**src/rtl/ulpi_reg_read_if.sv**
```systemverilog
// ULPI register-read bundle: request/result signals plus the ULPI PHY bus pins.
// The slave modport is the reader engine; the master modport is whatever drives it.
interface ulpi_reg_read_if;
    logic       READ_DATA;
    logic [5:0] ADDR;
    logic [7:0] REG_DATA;
    logic       DONE;
    logic       ABORT;
    logic       BUSY;
    logic       DIR;
    logic       NXT;
    logic [7:0] ULPI_DATA_IN;
    logic [7:0] ULPI_DATA_OUT;
    logic       ULPI_OE;

    modport master (
        output READ_DATA, ADDR, DIR, NXT, ULPI_DATA_IN,
        input  REG_DATA, DONE, ABORT, BUSY, ULPI_DATA_OUT, ULPI_OE
    );

    modport slave (
        input  READ_DATA, ADDR, DIR, NXT, ULPI_DATA_IN,
        output REG_DATA, DONE, ABORT, BUSY, ULPI_DATA_OUT, ULPI_OE
    );
endinterface

```
**src/rtl/ulpi_reg_read.sv**
```systemverilog
// ULPI link-side register read engine: TXCMD, turnaround, data capture, wait for DIR low.
// Optional watchdog on TXCMD/TURN enabled by defining ULPI_READ_TIMEOUT_EN.
module ulpi_reg_read #(
    parameter logic [1:0] REG_READ_CMD   = 2'b11,
    parameter int         TIMEOUT_CYCLES = 16
) (
    input logic            clk,
    input logic            rst,
    ulpi_reg_read_if.slave bus
);

    localparam logic [2:0] IDLE     = 3'd0;
    localparam logic [2:0] TXCMD    = 3'd1;
    localparam logic [2:0] TURN     = 3'd2;
    localparam logic [2:0] RDATA    = 3'd3;
    localparam logic [2:0] WAIT_LOW = 3'd4;

    if (TIMEOUT_CYCLES < 2 || TIMEOUT_CYCLES > 255) begin : g_timeout_range_bad
        $error("ulpi_reg_read: TIMEOUT_CYCLES must be within 2..255");
    end

    logic [2:0] state_q, state_d;
    logic       oe_q, oe_d;
    logic [7:0] dout_q, dout_d;
    logic [7:0] reg_q, reg_d;
    logic       done_q, done_d;
    logic       abort_q, abort_d;
    logic       busy_q;
    logic       timeout;

`ifdef ULPI_READ_TIMEOUT_EN
    localparam logic [7:0] TO_LAST = 8'(TIMEOUT_CYCLES - 1);

    logic [7:0] cnt_q, cnt_d;

    // Counter value N means N full cycles already spent in TXCMD/TURN.
    assign timeout = (state_q == TXCMD || state_q == TURN) && (cnt_q == TO_LAST);

    always_comb begin
        cnt_d = cnt_q;
        if (state_q == IDLE)
            cnt_d = 8'd0;
        else if (state_q == TXCMD || state_q == TURN)
            cnt_d = cnt_q + 8'd1;
    end

    always_ff @(posedge clk) begin
        if (rst)
            cnt_q <= 8'd0;
        else
            cnt_q <= cnt_d;
    end
`else
    assign timeout = 1'b0;
`endif

    always_comb begin
        state_d = state_q;
        oe_d    = 1'b0;
        dout_d  = 8'd0;
        reg_d   = reg_q;
        done_d  = 1'b0;
        abort_d = 1'b0;
        case (state_q)
            IDLE: begin
                // A request while the PHY owns the bus is silently dropped.
                if (bus.READ_DATA && !bus.DIR) begin
                    state_d = TXCMD;
                    oe_d    = 1'b1;
                    dout_d  = {REG_READ_CMD, bus.ADDR};
                end
            end
            TXCMD: begin
                if (bus.DIR) begin
                    abort_d = 1'b1;
                    state_d = WAIT_LOW;
                end else if (timeout) begin
                    abort_d = 1'b1;
                    state_d = IDLE;
                end else if (bus.NXT) begin
                    state_d = TURN;
                end else begin
                    oe_d   = 1'b1;
                    dout_d = dout_q;
                end
            end
            TURN: begin
                if (bus.DIR) begin
                    state_d = RDATA;
                end else if (timeout) begin
                    abort_d = 1'b1;
                    state_d = IDLE;
                end
            end
            RDATA: begin
                if (!bus.DIR) begin
                    abort_d = 1'b1;
                    state_d = IDLE;
                end else if (bus.NXT) begin
                    // RX event from the PHY took this slot instead of our register data.
                    abort_d = 1'b1;
                    state_d = WAIT_LOW;
                end else begin
                    reg_d   = bus.ULPI_DATA_IN;
                    done_d  = 1'b1;
                    state_d = WAIT_LOW;
                end
            end
            WAIT_LOW: begin
                if (!bus.DIR)
                    state_d = IDLE;
            end
            default: state_d = IDLE;
        endcase
    end

    always_ff @(posedge clk) begin
        if (rst) begin
            state_q <= IDLE;
            oe_q    <= 1'b0;
            dout_q  <= 8'd0;
            reg_q   <= 8'd0;
            done_q  <= 1'b0;
            abort_q <= 1'b0;
            busy_q  <= 1'b0;
        end else begin
            state_q <= state_d;
            oe_q    <= oe_d;
            dout_q  <= dout_d;
            reg_q   <= reg_d;
            done_q  <= done_d;
            abort_q <= abort_d;
            busy_q  <= (state_d != IDLE);
        end
    end

    assign bus.REG_DATA      = reg_q;
    assign bus.DONE          = done_q;
    assign bus.ABORT         = abort_q;
    assign bus.BUSY          = busy_q;
    assign bus.ULPI_DATA_OUT = dout_q;
    assign bus.ULPI_OE       = oe_q;

endmodule

```
**src/flat_wrapper.sv**
```systemverilog
// flat-port wrapper written by rule: the top's interface ports become plain ports
module ulpi_reg_read_flat 
#(
    parameter logic [1:0] REG_READ_CMD   = 2'b11,
    parameter int         TIMEOUT_CYCLES = 16
)
  (clk, rst, bus_READ_DATA, bus_ADDR, bus_DIR, bus_NXT, bus_ULPI_DATA_IN, bus_REG_DATA, bus_DONE, bus_ABORT, bus_BUSY, bus_ULPI_DATA_OUT, bus_ULPI_OE);
  ulpi_reg_read_if bus_i ();
  input logic clk;
  input logic rst;
  input wire logic [$bits(bus_i.READ_DATA)-1:0] bus_READ_DATA;
  input wire logic [$bits(bus_i.ADDR)-1:0] bus_ADDR;
  input wire logic [$bits(bus_i.DIR)-1:0] bus_DIR;
  input wire logic [$bits(bus_i.NXT)-1:0] bus_NXT;
  input wire logic [$bits(bus_i.ULPI_DATA_IN)-1:0] bus_ULPI_DATA_IN;
  output wire logic [$bits(bus_i.REG_DATA)-1:0] bus_REG_DATA;
  output wire logic [$bits(bus_i.DONE)-1:0] bus_DONE;
  output wire logic [$bits(bus_i.ABORT)-1:0] bus_ABORT;
  output wire logic [$bits(bus_i.BUSY)-1:0] bus_BUSY;
  output wire logic [$bits(bus_i.ULPI_DATA_OUT)-1:0] bus_ULPI_DATA_OUT;
  output wire logic [$bits(bus_i.ULPI_OE)-1:0] bus_ULPI_OE;
  assign bus_i.READ_DATA = bus_READ_DATA;
  assign bus_i.ADDR = bus_ADDR;
  assign bus_i.DIR = bus_DIR;
  assign bus_i.NXT = bus_NXT;
  assign bus_i.ULPI_DATA_IN = bus_ULPI_DATA_IN;
  assign bus_REG_DATA = bus_i.REG_DATA;
  assign bus_DONE = bus_i.DONE;
  assign bus_ABORT = bus_i.ABORT;
  assign bus_BUSY = bus_i.BUSY;
  assign bus_ULPI_DATA_OUT = bus_i.ULPI_DATA_OUT;
  assign bus_ULPI_OE = bus_i.ULPI_OE;
  ulpi_reg_read #(.REG_READ_CMD(REG_READ_CMD), .TIMEOUT_CYCLES(TIMEOUT_CYCLES)) u_core (.clk(clk), .rst(rst), .bus(bus_i));
endmodule
```
**config.mk**
```make
export PLATFORM = sky130hd
export DESIGN_NAME = ulpi_reg_read_flat
export DESIGN_NICKNAME = d
export VERILOG_FILES = /design/src/rtl/ulpi_reg_read_if.sv /design/src/rtl/ulpi_reg_read.sv /design/src/flat_wrapper.sv
export SDC_FILE = /design/constraint.sdc
export NUM_CORES = 1
export LEC_CHECK = 0
export CAP_MARGIN = 20
export CORE_MARGIN = 2
export CORE_UTILIZATION = 40
export CTS_CLUSTER_SIZE = 20
export DETAILED_ROUTE_END_ITERATION = 10
export MAX_ROUTING_LAYER = met4
export PLACE_DENSITY = 0.77
export SLEW_MARGIN = 20
export SYNTH_ARGS = -nofsm -noshare
export SYNTH_HDL_FRONTEND = slang
export SYNTH_SLANG_ARGS = --single-unit
```
**constraint.sdc**
```tcl
create_clock -name clk -period 1.6 [get_ports clk]
set_input_delay 0.16 -clock clk [delete_from_list [all_inputs] [get_ports clk]]
set_output_delay 0.16 -clock clk [all_outputs]
set_load 0.02 [all_outputs]
```
==> metrics.md <==
| Metric | Value |
|---|---|
| Syn nets | `approximately 110` |
| Core Region | `around 0.0022 mm^2` |
| Achievable frequency | `707 MHz` |
| Final WL | `about 1700 um` |
| Min setup slack post-route | `about 0.19 ns` |
| Worst flop-to-flop path startpoint | `u_core.state_q[1]` |
| Hold Path Class | `in2reg` |
| Worst r2r path cells | `3` |
| Root buffer cell | `clkbuf_4` |
| Ant diodes | `0` |
| Final weighted congestion of routability-driven global placement | `between 0.6 and 0.7` |
| CTS Hold Bufs | `0` |
| CP cell instances | `clkdlybuf4s50_1` |
| Reg clk slew, reported paths | `between 0.1 and 0.15 ns` |
| Total global routing overflow | `0` |
| Max Slew Vio Count | `0` |
| Syn avg cell area | `10.1 um^2` |
| Final hold vios | `0` |
| Critical R2R Capture | `u_core.bus.ULPI_DATA_OUT[2]` |
| Total GRT Usage | `between 15 and 20%` |
| Via density | `~4.8` |
| Crit Path Class | `reg2out` |
| RSZ-0062 raised after global routing | `false` |
| Most common cell after layout, fill and taps aside | `clkdlybuf4s50_1` |
| Sequential fraction of the synthesis area | `between 40% and 50%` |
| Instance count on the critical path | `1` |
| Critical Path End Type | `output port` |
| Setup Fix Bufs, Post-CTS | `0` |
| Vias in the first global route | `between 700 and 800` |
| Layout cell share with drive strength beyond 1 | `approximately a tenth` |
| Final Net Count | `150` |
| Die Wd | `between 50 and 60 um` |
| Clock Path Buffers | `2` |
| Clock Skew | `just over 0.002 ns` |
| Die area | `between 0.002 and 0.003 mm^2` |
| Final Setup Violations | `0` |
| P_leak | `approximately 0.50 nW` |
| Critical path's slowest cell | `clkdlybuf4s50_1` |
| Post-synth EDFFs | `0` |
| Crit path to | `bus_ULPI_DATA_OUT[6]` |
| CP Launch Type | `flop` |
| Synthesized area | `about 900 um^2` |
| Yosys cell types | `23` |
| I/O pins | `39` |
| H-tree depth | `1` |
| Status | `finished clean` |
| Pin count of the biggest net entering global routing | `21` |
| Power per cell area | `about 730 mW/mm^2` |
| DP HPWL | `approximately 1300 um` |
| Ys flop type | `dfxtp_1` |
| CTS tree | `built` |
| Starting Density | `about 41%` |
| Port bufs | `38` |
| Async SR Flop Fraction | `0%` |
| Pre-CTS setup slack | `-0.0852 ns` |
| Crit path buf inv count | `1` |
| Std-Cell Rows | `17` |
| DRT iter0 DRCs | `9` |
| Yosys reg bits | `22` |
| Max-Cap Viols | `0` |
| Crit Path Max Fanout | `3` |
| Initial antenna violation count | `0` |
| DR WL/cell | `roughly 11 um` |
| R2r setup slk | `between 0.2 and 0.25 ns` |
| DRT Pass-1 Iters | `4` |
| CTS buffer count | `3` |
| Critical path's top delay family | `buffers and inverters` |
| DIE HEIGHT | `around 50 um` |
| Hold_ws | `between 0.4 and 0.5 ns` |
| Global-route wire length before repair | `about 3100 um` |
| WP data arrival | `around 1.3 ns` |
| Max_slew headroom | `81.4%` |
| Antenna-violating nets left | `0` |
| Final Critical Period | `1.41 ns` |
| DR DRC count | `0` |
| Commonest non-fill, non-tap cells in the layout | `38 x clkdlybuf4s50_1, 22 x dfxtp_1, 18 x nand2b_1` |
| Slowest Stage Delay on Critical Path | `0.61 ns` |
| Worst VDD drop | `~0.40 mV` |
| Crit path launch | `u_core.bus.ULPI_DATA_OUT[6]` |
| Worst-margin pin slew | `between 0.2 and 0.3 ns` |
| Worst Path Required | `1.44 ns` |
| Clk_lat worst skew | `0.29 ns` |
| Final critical-path share of the clock period | `around nine tenths` |
| Cts repair resizes | `0` |
| Vias | `about 760` |
| Syn Inst Count | `89` |
| Area Growth Syn to Fin | `52.0%` |
| Synthesis Warnings | `0` |
| Sink Count | `22` |
-- metal layers --
layer  part of all wire [%]  vias to the layer above  track usage, %
li1                       -                      386               -
met1                     47                      334            19.3
met2                     45                       35            25.5
met3                    8.7                        0            3.80
met4                      0                        0            2.63
met5                      0                        -               -
-- state kept, by name (all words and copies together), names as in the netlist --
register and flops:
u_core.bus.ABORT 1, u_core.bus.BUSY 1, u_core.bus.DONE 1, u_core.bus.REG_DATA 8, u_core.bus.ULPI_DATA_OUT 7, u_core.bus.ULPI_OE 1
u_core.state_q 3
-- power by group --
group,leakage (nW),switching [mW],internal [mW]
clock,0.0210,0.148,0.138
combinational,0.301,0.0550,0.0865
sequential,0.178,0.00767,0.559
-- logic make-up (layout without fill, tap and decap cells) --
| family | after synthesis | in the layout | synth area share, % |
|---|---|---|---|
| buffers and inverters | 6 | 47 | 3.90 |
| AOI/OAI and AO/OA | 13 | 13 | 11.2 |
| and+or+nand+nor | 40 | 40 | 26.9 |
| DFF | 22 | 22 | 49.1 |
| muxes | 8 | 8 | 8.93 |
-- worst min path at each step --
stage,from,to,slack [ns],cells after the start
5_1_grt,bus_ULPI_DATA_IN[7],u_core.bus.REG_DATA[7],0.41,3
3_3_place_gp,u_core.bus.REG_DATA[0],u_core.bus.REG_DATA[0],0.46,2
6_report,bus_ULPI_DATA_IN[5],u_core.bus.REG_DATA[5],0.42,3
3_5_place_dp,u_core.bus.REG_DATA[4],u_core.bus.REG_DATA[4],0.47,2
2_1_floorplan,bus_NXT,u_core.bus.DONE,0.24,1
4_1_cts,bus_ULPI_DATA_IN[5],u_core.bus.REG_DATA[5],0.42,3
-- synthesized netlist by cell type (2+ instances only) --
master,instances,area (um^2)
nor2_1,7,26.3
nor2b_1,5,31.3
clkbuf_1,2,7.51
buf_4,3,22.5
mux2i_1,8,80.1
nand2_1,3,11.3
nor4_1,2,12.5
nand2b_1,18,113
dfxtp_1,22,440
a22o_1,6,52.6
-- layout make-up --
type                            instances  area [um^2]
Fill cell                             199          806
Sequential cell                        22          440
Timing Repair Buffer                   43          430
Multi-Input combinational cell         61          422
Clock buffer                            4         36.3
Tap cell                               28         35.0
-- through the flow --
stage	total power, mW	std cells	TNS (ns)	util [%]	area, um^2
floorplan	0.643	89	0	-	897
global placement	0.720	154	-0.144	61.2	1330
detailed placement	0.721	154	-0.518	61.2	1330
CTS	1.01	158	0	62.9	1360
global route	1.05	158	0	62.9	1360
finish	0.995	158	0	62.9	1360
No activity file was read; power rests on OpenSTA's default activity.
